==> config.mk <==
export PLATFORM = sky130hd
export DESIGN_NAME = ctrl_unit
export DESIGN_NICKNAME = d
export VERILOG_FILES = /design/src/rtl/ctrl_unit.sv
export SDC_FILE = /design/constraint.sdc
export NUM_CORES = 1
export LEC_CHECK = 0
export ABC_CLOCK_PERIOD_IN_PS = 1900
export CORE_MARGIN = 1
export CORE_UTILIZATION = 55
export CTS_CLUSTER_SIZE = 25
export DETAILED_ROUTE_END_ITERATION = 7
export DONT_BUFFER_PORTS = 1
export GPL_ROUTABILITY_DRIVEN = 0
export GPL_TIMING_DRIVEN = 0
export PLACE_DENSITY = 0.81
export SLEW_MARGIN = 20
export SYNTH_ARGS = -nofsm -noshare
export SYNTH_HDL_FRONTEND = slang
export SYNTH_SLANG_ARGS = --single-unit
==> constraint.sdc <==
create_clock -name clk -period 1.9 [get_ports clk]
set_clock_uncertainty 0.15 [all_clocks]
set_input_delay 0.095 -clock clk [delete_from_list [all_inputs] [get_ports clk]]
set_output_delay 0.095 -clock clk [all_outputs]
set_load 0.005 [all_outputs]
==> src/rtl/ctrl_unit.sv <==
// ctrl_unit: multi-cycle FSM controller for an 8-bit accumulator machine.
// Define CTRL_ILLEGAL_TRAP_EN to trap opcodes 8-15 into HALT with illegal set.
module ctrl_unit (
    input  logic        clk,
    input  logic        rst,
    input  logic [15:0] instr,
    input  logic [7:0]  out_reg,
    input  logic [7:0]  ACC,
    input  logic [7:0]  out_ula,
    output logic [7:0]  pc,
    output logic        we_reg,
    output logic [3:0]  addr_reg,
    output logic [7:0]  data_reg,
    output logic [7:0]  ula_a,
    output logic [7:0]  ula_b,
    output logic [3:0]  ula_op,
    output logic        halted,
    output logic        illegal
);

    localparam logic [2:0] FETCH  = 3'd0;
    localparam logic [2:0] DECODE = 3'd1;
    localparam logic [2:0] READ   = 3'd2;
    localparam logic [2:0] EXEC   = 3'd3;
    localparam logic [2:0] WRITE  = 3'd4;
    localparam logic [2:0] HALT   = 3'd5;

    localparam logic [3:0] OP_NOP = 4'd0;
    localparam logic [3:0] OP_LDI = 4'd1;
    localparam logic [3:0] OP_MOV = 4'd2;
    localparam logic [3:0] OP_STA = 4'd3;
    localparam logic [3:0] OP_ALU = 4'd4;
    localparam logic [3:0] OP_JMP = 4'd5;
    localparam logic [3:0] OP_JZ  = 4'd6;
    localparam logic [3:0] OP_HLT = 4'd7;

    localparam logic [3:0] ACC_REG  = 4'd0;
    localparam logic [3:0] ZERO_REG = 4'd15;

    logic [2:0]  state;
    logic [2:0]  state_nx;
    logic [7:0]  pc_nx;
    logic [15:0] ir;
    logic [7:0]  opnd;
    logic [7:0]  res;
    logic        halt_set;

    logic [3:0]  opc;
    logic [3:0]  r;
    logic [7:0]  imm;
    logic        acc_zero;

    logic        op_nop;
    logic        op_ldi;
    logic        op_mov;
    logic        op_sta;
    logic        op_alu;
    logic        op_jmp;
    logic        op_jz;
    logic        op_hlt;
    logic        op_ill;

    logic [3:0]  wr_addr;
    logic [7:0]  wr_data;

    assign opc      = ir[15:12];
    assign r        = ir[11:8];
    assign imm      = ir[7:0];
    assign acc_zero = (ACC == 8'h00);

    always_comb begin
        op_nop = (opc == OP_NOP);
        op_ldi = (opc == OP_LDI);
        op_mov = (opc == OP_MOV);
        op_sta = (opc == OP_STA);
        op_alu = (opc == OP_ALU);
        op_jmp = (opc == OP_JMP);
        op_jz  = (opc == OP_JZ);
        op_hlt = (opc == OP_HLT);
        op_ill = opc[3];
    end

`ifdef CTRL_ILLEGAL_TRAP_EN
    logic ill_set;
`endif

    always_comb begin
        state_nx = state;
        pc_nx    = pc;
        halt_set = 1'b0;
`ifdef CTRL_ILLEGAL_TRAP_EN
        ill_set  = 1'b0;
`endif
        case (state)
            FETCH: begin
                state_nx = DECODE;
                pc_nx    = pc + 8'd1;
            end
            DECODE: begin
                unique case (1'b1)
                    op_nop: state_nx = FETCH;
                    op_ldi,
                    op_sta: state_nx = WRITE;
                    op_mov,
                    op_alu: state_nx = READ;
                    op_jmp: begin
                        state_nx = FETCH;
                        pc_nx    = imm;
                    end
                    op_jz: begin
                        state_nx = FETCH;
                        if (acc_zero)
                            pc_nx = imm;
                    end
                    op_hlt: begin
                        state_nx = HALT;
                        halt_set = 1'b1;
                    end
                    op_ill: begin
`ifdef CTRL_ILLEGAL_TRAP_EN
                        state_nx = HALT;
                        halt_set = 1'b1;
                        ill_set  = 1'b1;
`else
                        state_nx = FETCH;
`endif
                    end
                    default: state_nx = FETCH;
                endcase
            end
            READ:    state_nx = op_alu ? EXEC : WRITE;
            EXEC:    state_nx = WRITE;
            WRITE:   state_nx = FETCH;
            HALT:    state_nx = HALT;
            default: state_nx = FETCH;
        endcase
    end

    always_ff @(posedge clk or negedge rst) begin
        if (!rst) begin
            state  <= FETCH;
            pc     <= 8'h00;
            ir     <= 16'h0000;
            opnd   <= 8'h00;
            res    <= 8'h00;
            halted <= 1'b0;
        end else begin
            state <= state_nx;
            pc    <= pc_nx;
            if (state == FETCH)
                ir <= instr;
            if (state == READ)
                opnd <= out_reg;
            if (state == EXEC)
                res <= out_ula;
            if (halt_set)
                halted <= 1'b1;
        end
    end

`ifdef CTRL_ILLEGAL_TRAP_EN
    always_ff @(posedge clk or negedge rst) begin
        if (!rst)
            illegal <= 1'b0;
        else if (ill_set)
            illegal <= 1'b1;
    end
`else
    assign illegal = 1'b0;
`endif

    // Writes to the hard-wired zero register still occupy the WRITE slot.
    always_comb begin
        we_reg   = 1'b0;
        addr_reg = 4'd0;
        data_reg = 8'h00;
        ula_a    = 8'h00;
        ula_b    = 8'h00;
        ula_op   = 4'd0;
        wr_addr  = 4'd0;
        wr_data  = 8'h00;
        if (rst) begin
            case (state)
                READ: addr_reg = r;
                EXEC: begin
                    ula_a  = ACC;
                    ula_b  = opnd;
                    ula_op = ir[3:0];
                end
                WRITE: begin
                    unique case (1'b1)
                        op_ldi: begin
                            wr_addr = r;
                            wr_data = imm;
                        end
                        op_sta: begin
                            wr_addr = r;
                            wr_data = ACC;
                        end
                        op_mov: begin
                            wr_addr = ACC_REG;
                            wr_data = opnd;
                        end
                        default: begin
                            wr_addr = ACC_REG;
                            wr_data = res;
                        end
                    endcase
                    addr_reg = wr_addr;
                    data_reg = wr_data;
                    we_reg   = (wr_addr != ZERO_REG);
                end
                default: ;
            endcase
        end
    end

endmodule

* Word-level counts from Yosys, hierarchy flattened *
Cells that the tools add are included.

word-level totals
  RAM bits = 0
  logic and storage cells = 52
  memories = 0
  bits in read-only memories = 0
  register bits after elaboration = 44
  output and inout port bits = 43
  input port bits = 42
  bits in latches = 0

operators by class
  equal/unequal tests = 15
  multipliers = 0
  reduce and logical (&&, ||, !) cells = 6
  magnitude comparators = 0
  div/mod/pow operators = 0
  bitwise operators = 0
  add/sub/neg operators = 1
  muxes and demuxes = 24
  shift operators = 0

operators by type and width
  kind                                                 number
  two-way mux 8 bit                                    7
  one-hot mux 8 bit (2 select lines)                   2
  two-way mux 4 bit                                    6
  one-hot mux 8 bit (3 select lines)                   1
  equality test 4 x 3 -> 1 bit, second input constant  4
  one-hot mux 3 bit (5 select lines)                   1
  one-hot mux 3 bit (3 select lines)                   1
  adder 8 x 1 -> 8 bit, second input constant          1
  equality test 4 x 2 -> 1 bit, second input constant  2
  zero test 8 bit                                      1
  one-hot mux 4 bit (2 select lines)                   1
  equality test 3 x 2 -> 1 bit, second input constant  2
  equality test 3 bit, second input constant           2
  != test 3 bit, second input constant                 2
  equality test 4 x 1 -> 1 bit, second input constant  1
  two-way mux 1 bit                                    4
  != test 4 bit, second input constant                 1
  OR reduction 2 bit                                   2
  equality test 3 x 1 -> 1 bit, second input constant  1
  zero test 3 bit                                      1
  two-way mux 3 bit                                    1
  AND reduction 3 bit                                  1
  nonzero test 2 bit                                   1

* Logic depth before layout (Yosys ltp) *
  depth in word-level cells = 8
  depth in mapped cells = 7
  gate-level depth less buffers = 5

* Least setup slack after synthesis *
OpenSTA, ideal clock, no wires.

  path kind = register to register
  start point = reg state[2]
  end point = reg pc[1]
  clock period less this slack = 1.759 ns
  data required time = 1.622 ns
  arrival = 1.482 ns
  path buffers = 1
  setup time = 0.128 ns
  setup slack = 0.141 ns
  cell stages (with the launch flop) = 6
  path through = dfrtp_1 buf_6 nor3_4 a31oi_4 a21oi_4 mux2_1

on the way
  cells in the longest elaborated chain, start to end = 3
  elaborated cells between the ends (all ways) = 7
  classes of those cells = 3 x eq/ne; 1 x mux; 3 x reduce/logical

RTL lines
  item                                                                         RTL line  text
  from (decl)                                                                  40        logic [2:0] state;
  from (signal assigned)                                                       148       state <= state_nx;
  equality test 3 x 1 -> 1 bit / zero test 3 bit (equally long branches)       94        case (state)
  != test 3 bit (no source line) / nonzero test 2 bit (equally long branches)  n/a
  AND reduction 3 bit (no source line)                                         n/a
  to (signal assigned)                                                         149       pc <= pc_nx;
  to (decl)                                                                    10        output logic [7:0] pc,

Several ways; a longest one is shown, not always the timed one.
A chain may end at the register's enable or synchronous reset.

* Worst setup path after layout *
  start point = reg state[0]
  end point = out data_reg[3]

on the way
  cells in the longest elaborated chain, start to end = 3

RTL lines
  item                 RTL line  text
  equality test 3 bit  183       case (state)
  two-way mux 8 bit    183
  two-way mux 8 bit    182       if (rst) begin
  to (decl)            13        output logic [7:0] data_reg,

No other way between the ends.

==> results_dict.tcl <==
set metrics [dict create \
    io_buffers 0 \
    ys_seq_area_share_pct 43.3 \
    power.leakage_nw 1.32 \
    power_mw 5.16 \
    rr_startpoint "state[2]$_DFF_PN0_" \
    worst-r2r-setup-slack_ps 80 \
    synth_cell_types 47 \
    hold_path_class "input port to asynchronous set/reset pin" \
    syn-num-nets 280 \
    cts_buffer_depth 2 \
    grt_remaining_overflow 0 \
    finalWirelength_mm 6.73 \
    cts_tree "built" \
    yosysMostFrequentCell "dfrtp_1" \
    cp-start-kind "flip-flop" \
    start_util_pct 58.0 \
    power_density_nw_per_um2 1620 \
    regArea_um2 1100 \
    fp.dieW_um 70.0 \
    synth_top_area_cell "dfrtp_1" \
    grt_max_degree 45 \
    multi_input_area_um2 1390 \
    utilization_pct 72.6 \
    critPathArrivalTime_ps 1630 \
    ant_nets 0 \
    nets 330 \
    cts_buffers 5 \
    worst_hold_slack_ps 139 \
    ys_async_sr_fraction_pct 100 \
    design.core.area_um2 4380 \
    worst_r2r_path_depth 6 \
    crit_path_start "state[0]$_DFF_PN0_" \
    die_area_um2 4900 \
    finalCritPeriodShare_pct 98.9 \
    finalSetupViolations 0 \
    maxSlewViolCount 0 \
    netlist_area_um2 2540 \
    cts_sinks 44 \
    clk_pin_slew_ps 90 \
    syn_avg_cell_area_um2 10.7 \
    drc 0 \
    synth.ff_latch_count 44 \
    synth_top_cell_area_share_pct 43.3 \
    dp_slack_ps -89.3 \
    grt_pass1_wl_mm 10.6 \
    slew_headroom_pct 59.7 \
    synthTopCellsByArea "dfrtp_1, mux2_2, and2_1" \
    netlist_instances 237 \
    ioPinCount 85 \
    fin_ws_ps 21.3 \
    fillers 293 \
    die_h_um 70.0 \
    ys.flop_type "dfrtp_1" \
    synth-edff-count 0 \
    grt_pass1_vias 2119 \
    status "finished clean" \
    dp_hpwl_mm 4.31 \
    crit_path_top_delay_cell "dfrtp_1" \
    vias 2149 \
    yosysWarnings 0 \
    irDropWorstVdd_v 0.000926 \
    synth_commonest_cells "dfrtp_1, mux2_2, and2_1, o21ai_0, nand2_1" \
    drtIter0Drc 174 \
    end_kind "output pin" \
    drive_above_1_share_pct 30.3 \
    crit_family "flip-flops" \
    num_rows 24 \
    max_freq_ghz 0.532 \
    wl_per_cell_um 19.9 \
    crit_type "flip-flop to output pin" \
    avgViaCountPerCell 6.34 \
    tightestPinTransition_ps 605 \
    required_ps 1650 \
    slowest_delay_ps 380 \
    antenna_cells 0 \
    drt-pass1-iter-count 4 \
    crit_fanout 8 \
    layout_min_cycle_time_ps 1880 \
    track_usage_pct 27.7 \
    path_depth 5 \
    reg2reg_to "pc[2]$_DFFE_PN0P_" \
    final-hold-violation-count 0 \
    synthToLayoutAreaGrowth_pct 25.3 \
    endpoint "data_reg[3]" \
    maxCapViolations 0 \
    clk_latency_ps 300 \
    ctsRootBufferMaster "clkbuf_8" \
    htree_levels 2 \
    rsz0062_at_grt "yes" \
    crit_buf_inv 2 \
    antenna_found_initial 0 \
    path_cells "buf_6 > nor4b_4 > buf_4 > o21ai_1 > a21oi_2" \
]
## what timing repair did
action                                 4_1_cts  5_1_grt
endpoints found under the hold margin       76        0
pin swaps                                    2        2
setup endpoints to repair                   43       37
gates resized for setup                      3       37
hold buffers                                34        0
setup buffers                                5        4
## placed cells by master (no fill, tap or decap), drive strengths merged, types with 2 or more instances in the layout
master and instances:
nor2b 6, nor2 5, nor4 2, nand3 5
nand2 19, a221oi 3, a2bb2oi 6, mux2 33
a21oi 12, o22ai 2, o21ai 22, dlygate4sd3 33
a21o 2, nor3b 2, a211oi 5, nand2b 3
mux2i 8, and2 20, buf 21, dfrtp 44
o21a 2, nand3b 2, clkbuf 10, nand4 3
## report_power, final
group          internal, mW  switching [mW]
clock                 0.250           0.308
sequential             1.42           0.479
combinational          1.34            1.37
total                  3.01            2.15
## state kept, by name (all words and copies together), names as in the netlist
signal  cells
halted      1
opnd        8
pc          8
res         8
ir         16
state       3
## cell type report
cell class | instances | share of cell area [%]
well taps | 52 | 2.04
inverters | 1 | 0.118
repair buffers | 43 | 13.4
flip-flops and latches | 44 | 34.7
clock inverters | 1 | 0.157
multi-input cells | 177 | 43.7
clock buffers | 6 | 2.28
plain buffers | 15 | 3.69
## per-stage QoR
stage / setup TNS (ps) / cell area (µm²) / cells
global placement: -115 / 2610 / 289
global route: -332 / 3180 / 339
finish: 0 / 3180 / 339
floorplan: 0 / 2540 / 237
CTS: 0 / 3080 / 335
detailed placement: -369 / 2610 / 289
## worst min path at each step
stage | endpoint | slack, ps | cells past startpoint
global route | ula_a[4] | 160 | 1
finish | ir[0]$_DFFE_PN0P_ | 140 | 2
floorplan | halted$_DFFE_PN0P_ | -350 | 0
CTS | pc[1]$_DFFE_PN0P_ | 150 | 2
global placement | pc[1]$_DFFE_PN0P_ | -350 | 0
detailed placement | pc[1]$_DFFE_PN0P_ | -350 | 0
## logic make-up after synthesis
family                   share of synthesized area (%)
flip-flops                                        43.3
multiplexers                                      17.8
adder cells (fa/ha/maj)                          0.492
AND/OR/NAND/NOR                                   18.0
buffers and inverters                             3.94
AO/OA/AOI/OAI                                     16.0
XOR/XNOR                                         0.345
other                                            0.148
## layer usage
| metal | track usage, % | part of all wire, % | wire length (µm) |
|---|---|---|---|
| met5 | 0 | 0 | 0 |
| met1 | 36.2 | 39 | 2620 |
| met4 | 10.0 | 3.2 | 214 |
| met3 | 6.93 | 8.3 | 558 |
| met2 | 44.6 | 50 | 3330 |
(Power assumes the default switching activity.)
